$ cat config.mk
export PLATFORM = sky130hd
export DESIGN_NAME = regfile_alu_ctrl_flat
export DESIGN_NICKNAME = d
export VERILOG_FILES = /design/src/rtl/regfile_alu_ctrl_if.sv /design/src/rtl/regfile_alu_ctrl.sv /design/src/flat_wrapper.sv
export SDC_FILE = /design/constraint.sdc
export NUM_CORES = 1
export LEC_CHECK = 0
export CAP_MARGIN = 20
export CORE_MARGIN = 10
export CORE_UTILIZATION = 30
export CTS_CLUSTER_SIZE = 10
export DETAILED_ROUTE_END_ITERATION = 10
export GPL_TIMING_DRIVEN = 0
export PLACE_DENSITY = 0.58
export SYNTH_ARGS = -nofsm -noshare
export SYNTH_HDL_FRONTEND = slang
export SYNTH_SLANG_ARGS = --single-unit
$ cat constraint.sdc
create_clock -name clk -period 3.75 [get_ports clk]
set_input_delay 1.125 -clock clk [delete_from_list [all_inputs] [get_ports clk]]
set_output_delay 1.125 -clock clk [all_outputs]
set_load 0.05 [all_outputs]
$ cat src/rtl/regfile_alu_ctrl_if.sv
// Instruction handshake and register-file port bundle for the sequencer/ALU stage.
// The master side is the instruction source plus the register file; the slave side is the controller.
interface regfile_alu_ctrl_if #(
    parameter int DATA_W = 16,
    parameter int ADDR_W = 3
);
    logic              instr_valid;
    logic              instr_ready;
    logic [2:0]        instr_op;
    logic [ADDR_W-1:0] instr_rd;
    logic [ADDR_W-1:0] instr_rs;
    logic [ADDR_W-1:0] instr_rt;
    logic [ADDR_W-1:0] ReadRegEven;
    logic [ADDR_W-1:0] ReadRegOdd;
    logic [DATA_W-1:0] ReadDataEven;
    logic [DATA_W-1:0] ReadDataOdd;
    logic              WriteEn;
    logic [ADDR_W-1:0] WriteReg;
    logic [DATA_W-1:0] WriteData;

    modport master (
        output instr_valid, instr_op, instr_rd, instr_rs, instr_rt,
        output ReadDataEven, ReadDataOdd,
        input  instr_ready, ReadRegEven, ReadRegOdd,
        input  WriteEn, WriteReg, WriteData
    );

    modport slave (
        input  instr_valid, instr_op, instr_rd, instr_rs, instr_rt,
        input  ReadDataEven, ReadDataOdd,
        output instr_ready, ReadRegEven, ReadRegOdd,
        output WriteEn, WriteReg, WriteData
    );
endinterface

$ cat src/rtl/regfile_alu_ctrl.sv
// Serialized sequencer/ALU stage around a 2R/1W register file: accept, read operands,
// execute, write back; one instruction in flight at a time.
module regfile_alu_ctrl #(
    parameter int DATA_W = 16,
    parameter int ADDR_W = 3
) (
    input  logic              clk,
    input  logic              rst,
    regfile_alu_ctrl_if.slave bus,
    output logic              busy,
    output logic              flag_zero,
    output logic              flag_carry
);
    typedef enum logic [1:0] {IDLE, READ, EXEC, WB} state_t;

    localparam logic [2:0] OP_ADD = 3'd0;
    localparam logic [2:0] OP_SUB = 3'd1;
    localparam logic [2:0] OP_AND = 3'd2;
    localparam logic [2:0] OP_OR  = 3'd3;
    localparam logic [2:0] OP_XOR = 3'd4;
    localparam logic [2:0] OP_SHL = 3'd5;
    localparam logic [2:0] OP_SHR = 3'd6;
    localparam logic [2:0] OP_MOV = 3'd7;

    state_t            stateReg, stateNext;
    logic [2:0]        opReg;
    logic [ADDR_W-1:0] rdReg, rsReg, rtReg;
    logic [DATA_W-1:0] opAReg, opBReg;
    logic [DATA_W-1:0] resultReg;
    logic [ADDR_W-1:0] writeRegReg;
    logic              zeroReg, carryReg;
    logic [DATA_W-1:0] aluResult;
    logic              aluCarry;

    always_ff @(posedge clk or posedge rst) begin
        if (rst) stateReg <= IDLE;
        else     stateReg <= stateNext;
    end

    always_comb begin
        stateNext = stateReg;
        case (stateReg)
            IDLE:    if (bus.instr_valid) stateNext = READ;
            READ:    stateNext = EXEC;
            EXEC:    stateNext = WB;
            WB:      stateNext = IDLE;
            default: stateNext = IDLE;
        endcase
    end

    // Carry and borrow both fall out of a DATA_W+1 wide add/subtract.
    always_comb begin
        aluResult = '0;
        aluCarry  = 1'b0;
        case (opReg)
            OP_ADD: {aluCarry, aluResult} = {1'b0, opAReg} + {1'b0, opBReg};
            OP_SUB: {aluCarry, aluResult} = {1'b0, opAReg} - {1'b0, opBReg};
            OP_AND: aluResult = opAReg & opBReg;
            OP_OR:  aluResult = opAReg | opBReg;
            OP_XOR: aluResult = opAReg ^ opBReg;
            OP_SHL: begin
                aluResult = {opAReg[DATA_W-2:0], 1'b0};
                aluCarry  = opAReg[DATA_W-1];
            end
            OP_SHR: begin
                aluResult = {1'b0, opAReg[DATA_W-1:1]};
                aluCarry  = opAReg[0];
            end
            OP_MOV: aluResult = opAReg;
        endcase
    end

    always_ff @(posedge clk or posedge rst) begin
        if (rst) begin
            opReg       <= '0;
            rdReg       <= '0;
            rsReg       <= '0;
            rtReg       <= '0;
            opAReg      <= '0;
            opBReg      <= '0;
            resultReg   <= '0;
            writeRegReg <= '0;
            zeroReg     <= 1'b0;
            carryReg    <= 1'b0;
        end else begin
            case (stateReg)
                IDLE: if (bus.instr_valid) begin
                    opReg <= bus.instr_op;
                    rdReg <= bus.instr_rd;
                    rsReg <= bus.instr_rs;
                    rtReg <= bus.instr_rt;
                end
                READ: begin
                    opAReg <= bus.ReadDataEven;
                    opBReg <= bus.ReadDataOdd;
                end
                // Write address/data are captured here so they hold outside WB.
                EXEC: begin
                    resultReg   <= aluResult;
                    writeRegReg <= rdReg;
                    zeroReg     <= (aluResult == '0);
                    carryReg    <= aluCarry;
                end
                default: ;
            endcase
        end
    end

    assign bus.instr_ready = (stateReg == IDLE);
    assign bus.ReadRegEven = rsReg;
    assign bus.ReadRegOdd  = rtReg;
    assign bus.WriteEn     = (stateReg == WB);
    assign bus.WriteReg    = writeRegReg;
    assign bus.WriteData   = resultReg;
    assign busy            = (stateReg != IDLE);
    assign flag_zero       = zeroReg;
    assign flag_carry      = carryReg;
endmodule
$ cat src/flat_wrapper.sv
// flat-port wrapper written by rule: the top's interface ports become plain ports
module regfile_alu_ctrl_flat 
#(
    parameter int DATA_W = 16,
    parameter int ADDR_W = 3
)
  (clk, rst, busy, flag_zero, flag_carry, bus_instr_valid, bus_instr_op, bus_instr_rd, bus_instr_rs, bus_instr_rt, bus_ReadDataEven, bus_ReadDataOdd, bus_instr_ready, bus_ReadRegEven, bus_ReadRegOdd, bus_WriteEn, bus_WriteReg, bus_WriteData);
  regfile_alu_ctrl_if #(.DATA_W(DATA_W), .ADDR_W(ADDR_W)) bus_i ();
  input  logic clk;
  input  logic rst;
  output logic busy;
  output logic flag_zero;
  output logic flag_carry;
  input wire logic [$bits(bus_i.instr_valid)-1:0] bus_instr_valid;
  input wire logic [$bits(bus_i.instr_op)-1:0] bus_instr_op;
  input wire logic [$bits(bus_i.instr_rd)-1:0] bus_instr_rd;
  input wire logic [$bits(bus_i.instr_rs)-1:0] bus_instr_rs;
  input wire logic [$bits(bus_i.instr_rt)-1:0] bus_instr_rt;
  input wire logic [$bits(bus_i.ReadDataEven)-1:0] bus_ReadDataEven;
  input wire logic [$bits(bus_i.ReadDataOdd)-1:0] bus_ReadDataOdd;
  output wire logic [$bits(bus_i.instr_ready)-1:0] bus_instr_ready;
  output wire logic [$bits(bus_i.ReadRegEven)-1:0] bus_ReadRegEven;
  output wire logic [$bits(bus_i.ReadRegOdd)-1:0] bus_ReadRegOdd;
  output wire logic [$bits(bus_i.WriteEn)-1:0] bus_WriteEn;
  output wire logic [$bits(bus_i.WriteReg)-1:0] bus_WriteReg;
  output wire logic [$bits(bus_i.WriteData)-1:0] bus_WriteData;
  assign bus_i.instr_valid = bus_instr_valid;
  assign bus_i.instr_op = bus_instr_op;
  assign bus_i.instr_rd = bus_instr_rd;
  assign bus_i.instr_rs = bus_instr_rs;
  assign bus_i.instr_rt = bus_instr_rt;
  assign bus_i.ReadDataEven = bus_ReadDataEven;
  assign bus_i.ReadDataOdd = bus_ReadDataOdd;
  assign bus_instr_ready = bus_i.instr_ready;
  assign bus_ReadRegEven = bus_i.ReadRegEven;
  assign bus_ReadRegOdd = bus_i.ReadRegOdd;
  assign bus_WriteEn = bus_i.WriteEn;
  assign bus_WriteReg = bus_i.WriteReg;
  assign bus_WriteData = bus_i.WriteData;
  regfile_alu_ctrl #(.DATA_W(DATA_W), .ADDR_W(ADDR_W)) u_core (.clk(clk), .rst(rst), .bus(bus_i), .busy(busy), .flag_zero(flag_zero), .flag_carry(flag_carry));
endmodule
== Word-level counts from Yosys, hierarchy flattened ==
Index checks and enable logic that the tools add are counted.
Operators by class
  reduce and logical (&&, ||, !) cells: 5
  equality and inequality tests: 11
  bitwise gates (word level): 3
  $add $sub $neg: 2
  multiplexer cells: 4
Operators by type and width (number)
  $pmux W16 S8: 1
  $add A16 B16 Y17: 1
  $sub A16 B16 Y17: 1
  $and A16 B16 Y16: 1
  $logic_not A16 Y1: 1
  $or A16 B16 Y16: 1
  $xor A16 B16 Y16: 1
  $eq A3 B3 Y1 const B: 4
  $pmux W2 S4: 1
  $eq A3 B2 Y1 const B: 2
  $eq A2 B2 Y1 const B: 2
  $pmux W1 S4: 1
  $eq A3 B1 Y1 const B: 1
  $logic_not A3 Y1: 1
  $eq A2 B1 Y1 const B: 1
  $logic_not A2 Y1: 1
  $mux W2: 1
  $ne A2 B2 Y1 const B: 1
  $reduce_and A2 Y1: 1
  $reduce_bool A2 Y1: 1
Word-level totals
  bits of input ports: 47
  register bits after elaboration: 67
  logic and storage cells: 36
  output and inout bits: 30

== Logic depth before layout (Yosys ltp) ==
Gate-level depths: netlist of the first run.
  depth in word-level cells: 3
  mapped depth: 13
  mapped depth without buffers: 13

== Worst setup path before layout of the first run ==
OpenSTA, ideal clock, no wires.
  path type: register -> register
  start: register u_core.opAReg[0]
  end: register u_core.zeroReg, in the netlist u_core.flag_zero
  arrival time: 2.908 ns
  path slack: 0.774 ns
  period minus slack after synthesis: 2.976 ns
  cell stages (with the launch flop): 14
  library setup time: 0.068 ns
  path buffers: 0
  required time: 3.682 ns
  cell sequence: dfrtp_1 -> inv_1 -> ha_1 -> inv_1 -> fa_1 -> nor2b_1 -> o21ai_1 -> a311oi_1 -> o31a_1 -> o21a_1 -> o311a_1 -> a211o_1 -> nor4_1 -> a32o_2
Between the ends
  longest elaborated chain between the ends: 3
  elaborated cells on any way between the ends: 7
  classes of those cells: add/sub: 2; mux: 1; bitwise: 3; reduce/logical: 1
Ends and longest elaborated chain
  from (decl): line regfile_alu_ctrl.sv:28  | logic [DATA_W-1:0] opAReg, opBReg;
  from (signal assigned): line regfile_alu_ctrl.sv:94  | opAReg <= bus.ReadDataEven;
  $sub A16 B16 Y17, or another cell as far along: line regfile_alu_ctrl.sv:57  | OP_SUB: {aluCarry, aluResult} = {1'b0, opAReg} - {1'b0, opBReg};
  $pmux W16 S8 (*): line regfile_alu_ctrl.sv:55  | case (opReg)
  $logic_not A16 Y1 (*): line regfile_alu_ctrl.sv:101  | zeroReg <= (aluResult == '0);
  to (signal assigned): line regfile_alu_ctrl.sv:101
  to (decl): line regfile_alu_ctrl.sv:31  | logic zeroReg, carryReg;
Every way passes the cells marked *; elsewhere a longest branch is shown, timed or not.
A chain may end at the register's enable or synchronous reset.

== Final worst setup path of the first run ==
Same ends and word-level chain as after synthesis.

==> results of run 1 <==
final timing paths:
check,depth (start not counted),slack (ps),endpoint
setup / recovery,11,250,u_core.flag_zero
setup reg to reg,11,250,u_core.flag_zero
hold / removal,1,490,u_core.flag_zero
min in group asynchronous,2,1300,u_core.bus.ReadRegOdd[1]
hold reg to reg,1,490,u_core.flag_zero
max in group asynchronous,2,1850,u_core.bus.WriteData[9]
layout make-up:
type / instances / area, um^2 / share of cell area
inverter: 58 / 223 / 0.0331
buffer: 43 / 183 / 0.0271
multi-input combinational: 472 / 3300 / 0.490
clock buffer: 9 / 225 / 0.0334
clock inverter: 7 / 83.8 / 0.0124
tap: 225 / 282 / 0.0418
timing repair buffer: 76 / 761 / 0.113
sequential: 67 / 1680 / 0.249
through the flow:
stage	cell area (um^2)	setup WS [ps]	cells	TNS [ps]
2_1_floorplan	5370	774	640	0
3_3_place_gp	6410	-400	941	-26300
3_5_place_dp	6410	131	941	0
4_1_cts	6720	108	957	0
5_1_grt	6740	57.5	957	0
6_report	6740	252	957	0
synthesized netlist by cell type, drive strengths merged, types with 5 or more instances:
library cell   n
mux2i          6
ha            52
inv           58
nor3          13
mux4           6
a221o          5
nand2         70
a21oi         48
o31ai          7
nor2b          5
a31oi         10
o21ai         68
mux2          20
o211ai        10
buf           15
dfrtp         67
clkbuf        28
nand3          8
and3           5
nor2          48
a21o           8
state kept, by name, summed over array words and instances, names as in the netlist:
name,cells
u_core.bus.ReadRegOdd,3
u_core.opAReg,16
u_core.stateReg,2
u_core.bus.WriteReg,3
u_core.bus.WriteData,16
u_core.rdReg,3
u_core.flag_carry,1
u_core.opBReg,16
u_core.flag_zero,1
u_core.opReg,3
u_core.bus.ReadRegEven,3
routing by layer:
layer,track usage,vias up
met5,0,-
met4,0.0612,0
met3,0.0497,39
met2,0.249,194
met1,0.209,2514
li1,-,2438
cells by family after synthesis:
| family | Yosys count |
|---|---|
| XOR/XNOR | 7 |
| AO/OA/AOI/OAI | 212 |
| AND/OR/NAND/NOR | 167 |
| adder cells (fa/ha/maj) | 54 |
| flip-flops | 67 |
| multiplexers | 32 |
| buffers and inverters | 101 |
==> impl_metrics.tcl, run 1 <==
set metrics [dict create \
    syn-num-nets 741 \
    async_flop_share 1.00 \
    syn_avg_cell_area_um2 8.38 \
    grt_max_degree 68 \
    drt-initial-drc-count 490 \
    clock_skew_ps 11.4 \
    die_w_um 154 \
    diodes 0 \
    cp-end-kind "flop" \
    syn_area_um2 5370 \
    cts.clk_slew.worst_paths_ps 60 \
    grt_overflow 0 \
    relSlewSlack 0.413 \
    drc 0 \
    yosysWarnings 0 \
    final_core_utilization 0.387 \
    vias 5185 \
    grt_pass1_wl_um 30300 \
    cp_max_fo 4 \
    synthXorXnorAreaFrac 0.0114 \
    cts_root_buffer "clkbuf_16" \
    portBuffers 76 \
    critPathTopFamily "compound AO/OA/AOI/OAI gates" \
    vias_per_cell 5.42 \
    synth-adder-area-share 0.129 \
    ioPinCount 77 \
    dp_hpwl_um 14500 \
    ctsHoldBuffers 0 \
    top_layer_used "met4" \
    final_common_cell "clkdlybuf4s50_1" \
    die-area_um2 23600 \
    num_rows 48 \
    drt-wirelength-per-cell_um 20.2 \
    start_kind "flop" \
    clock_sinks 67 \
    layout_common_cells "clkdlybuf4s50_1, nand2_1, dfrtp_1" \
    start_util 0.308 \
    cts_tree "yes" \
    syn_inst 640 \
    fin_hold_ws_ps 490 \
    synthMuxAreaShare 0.0784 \
    min_period_ps 3500 \
    wl_met2_um 8580 \
    clock.fmax_mhz 286 \
    drive_above_1_share 0.0984 \
    seq_area_frac_synth 0.313 \
    ant_nets 0 \
    yosysTopAreaCellShare 0.313 \
    slowest_delay_ps 450 \
    wirelength_um 19300 \
    ys_seq_elements 67 \
    path_buf_inv 0 \
    worstPathArrival_ps 3780 \
    crit_start "u_core.opAReg[0]" \
    wl_met3_um 1630 \
    crit_top_cell "o21ai_1" \
    synth_top_area_cell "dfrtp_1" \
    final_hold_viol_count 0 \
    area_growth_pct 25.5 \
    grt_pass1_vias 5283 \
    crit_slowest_cell "a221oi_2" \
    min_from "u_core.flag_zero" \
    yosys.area_share.simple 0.135 \
    synth_top_family_by_area "compound AO/OA/AOI/OAI gates" \
    rsz0062_at_grt "false" \
    worstMarginPinSlew_ps 881 \
    synthFlopType "dfrtp_1" \
    crit_chain "ha_1 -> fa_1 -> a211oi_1 -> o21ai_1 -> a221oi_2 -> o21ai_1 -> nor2_1 -> nor4_1 -> nand3b_1 -> nor4_2 -> a32o_2" \
    period_share 0.933 \
    globalRouteTotalUtil 0.162 \
    cp.required_ps 4040 \
    m1WireLength_um 8550 \
    dr.pass1.iters 5 \
    clock_tree.htree_level_count 3 \
    antenna_found_initial 0 \
    nNetsFinal 828 \
    die_h_um 154 \
    r2r-start "u_core.opAReg[0]" \
    synth_compound_area_frac 0.259 \
    finalSetupViolCount 0 \
    synth.distinct_cells 70 \
    gp_congestion 0.989 \
    cts_buffer_depth 2 \
    synth_edf_count 0 \
    postCtsSetupBuffers 0 \
    coreArea_um2 17400 \
    maxCapViolCount 0 \
    outcome "finished clean" \
    drv_slew 0 \
    synth_area_leaders "dfrtp_1, ha_1, o21ai_0" \
    ctsResizeCount 0 \
    crit_type "reg -> reg" \
    fill_cells 1825 \
    clock_latency_ps 350 \
    hp-class "reg -> reg" \
    cts_buffers 9 \
]
Power of run 1 is left out: the tool's default activity adds up to more than one toggle a clock period on the data nets, which glitch-free logic cannot reach.
==> run 2: changes to the inputs <==
--- a/config.mk
+++ b/config.mk
@@ -6,12 +6,14 @@
 export NUM_CORES = 1
 export LEC_CHECK = 0
 export CAP_MARGIN = 20
+export CORE_ASPECT_RATIO = 0.9
 export CORE_MARGIN = 10
-export CORE_UTILIZATION = 30
+export CORE_UTILIZATION = 40
 export CTS_CLUSTER_SIZE = 10
 export DETAILED_ROUTE_END_ITERATION = 10
+export DONT_BUFFER_PORTS = 1
 export GPL_TIMING_DRIVEN = 0
-export PLACE_DENSITY = 0.58
+export PLACE_DENSITY = 0.63
 export SYNTH_ARGS = -nofsm -noshare
 export SYNTH_HDL_FRONTEND = slang
 export SYNTH_SLANG_ARGS = --single-unit
==> run 2 against run 1 <==
Compared with the run above:
- via count shrank 3.9%
- wire length shrank 2.4%
- utilization increased by 5.5 points
- sequential share of layout area grew 3.7 points
==> impl_metrics.tcl, run 2 (synthesized netlist as in run 1, its figures left out) <==
set metrics [dict create \
    ctsResizeCount 0 \
    diodes 0 \
    start_kind "flop" \
    busiest_layer "met2" \
    cp.required_ps 4040 \
    vias_per_cell 6.05 \
    cts_buffer_depth 2 \
    drt-wirelength-per-cell_um 22.9 \
    crit_top_cell "inv_1" \
    rsz0062_at_grt "false" \
    cp-end-kind "flop" \
    crit_type "reg -> reg" \
    start_util 0.405 \
    final_hold_viol_count 0 \
    wirelength_um 18900 \
    worstMarginPinSlew_ps 830 \
    cts_root_buffer "clkbuf_16" \
    vias 4981 \
    antenna_found_initial 0 \
    dr.pass1.iters 6 \
    hold_path_depth 1 \
    r2r_end "u_core.flag_zero" \
    ctsHoldBuffers 0 \
    grt_pass1_vias 5046 \
    drc 0 \
    grt_pass1_wl_um 29000 \
    worst-r2r-setup-slack_ps 200 \
    layout_common_cells "nand2_1, dfrtp_1, o21ai_0" \
    r2r-start "u_core.opAReg[0]" \
    drv_slew 0 \
    num_rows 40 \
    cp_max_fo 4 \
    die_w_um 142 \
    drive_above_1_share 0.104 \
    gp_congestion 0.938 \
    cts_buffers 9 \
    clock.fmax_mhz 282 \
    final_common_cell "nand2_1" \
    dp_hpwl_um 14000 \
    ioPinCount 77 \
    cts.clk_slew.worst_paths_ps 60 \
    grt_use_met1 0.254 \
    fin_setup_tns_ps 0 \
    finalSetupViolCount 0 \
    clock_sinks 67 \
    outcome "finished clean" \
    area_growth_pct 9.14 \
    period_share 0.946 \
    cts_tree "yes" \
    clock_latency_ps 350 \
    clock_skew_ps 10.3 \
    min_period_ps 3550 \
    relSlewSlack 0.447 \
    die_h_um 130 \
    die-area_um2 18500 \
    worstPathArrival_ps 3840 \
    slowest_delay_ps 420 \
    hp-class "reg -> reg" \
    maxCapViolCount 0 \
    globalRouteTotalUtil 0.203 \
    reg2reg_depth 13 \
    portBuffers 0 \
    crit_slowest_cell "fa_1" \
    hold-path-endpoint "u_core.bus.WriteReg[0]" \
    ant_nets 0 \
    grt_max_degree 68 \
    min_from "u_core.rdReg[0]" \
    grt_overflow 0 \
    grt_util_met3 0.0483 \
    coreArea_um2 13300 \
    met2_usage 0.332 \
    clock_tree.htree_level_count 3 \
    nNetsFinal 752 \
    crit_chain "inv_1 -> ha_1 -> inv_1 -> fa_1 -> nor2b_1 -> o21ai_1 -> a311oi_1 -> o31a_1 -> o21a_1 -> o311a_1 -> a211o_1 -> nor4_1 -> a32o_2" \
    postCtsSetupBuffers 0 \
    drt-initial-drc-count 401 \
]
==> run 2: worst max path at each step <==
stage               slack, ps           endpoint        startpoint
global route                3   u_core.flag_zero  u_core.opAReg[0]
finish                    200   u_core.flag_zero  u_core.opAReg[0]
detailed placement        270   u_core.flag_zero  u_core.opAReg[0]
global placement          220  u_core.opBReg[11]               rst
floorplan                 770   u_core.flag_zero  u_core.opAReg[0]
CTS                       230   u_core.flag_zero  u_core.opAReg[0]
==> run 2: cell type report <==
type / count / area, um^2
plain buffers: 43 / 183
clock buffers: 10 / 239
clock inverters: 5 / 38.8
fillers: 1327 / 7410
inverters: 58 / 223
multi-input cells: 472 / 3290
flip-flops and latches: 67 / 1680
well taps: 168 / 210
==> run 2: layer usage <==
| layer | up-vias | part of all wire |
|---|---|---|
| li1 | 2282 | - |
| met1 | 2468 | 0.43 |
| met2 | 191 | 0.47 |
| met3 | 40 | 0.066 |
| met4 | 0 | 0.030 |
| met5 | - | 0 |
==> run 2: through the flow <==
stage	hold WS, ps	cells	utilization	cell area (um^2)	worst slack (ps)
6_report	500	823	0.442	5860	201
5_1_grt	515	823	0.442	5860	3.01
4_1_cts	506	823	0.442	5860	232
3_5_place_dp	493	808	0.421	5580	267
3_3_place_gp	479	808	0.420	5580	224
2_1_floorplan	474	640	-	5370	774
==> run 2: worst max-delay path: cells and delay by family (launching register included) <==
family	cells	cell delay (ps)
simple gates	2	360
flops	1	410
buf+inv	2	210
fa+ha+maj	2	610
compound gates	7	1880
Power of run 2 is left out for the same reason.
==> run 3: changes to the inputs <==
--- a/config.mk
+++ b/config.mk
@@ -14,6 +14,7 @@
 export DONT_BUFFER_PORTS = 1
 export GPL_TIMING_DRIVEN = 0
 export PLACE_DENSITY = 0.63
+export SETUP_SLACK_MARGIN = 0.02
 export SYNTH_ARGS = -nofsm -noshare
 export SYNTH_HDL_FRONTEND = slang
 export SYNTH_SLANG_ARGS = --single-unit
==> constraint.sdc (replaced) <==
create_clock -name clk -period 4.5 [get_ports clk]
set_input_delay 1.35 -clock clk [delete_from_list [all_inputs] [get_ports clk]]
set_output_delay 1.35 -clock clk [all_outputs]
set_load 0.05 [all_outputs]
==> results of run 3 <==
The final DEF is identical to that of run 2. Status: finished clean.
Main changes from that run: setup slack after placement 267 ps -> 1020 ps; setup slack after layout 201 ps -> 951 ps; register-to-register setup slack 200 ps -> 950 ps
Power of run 3 is left out for the same reason.
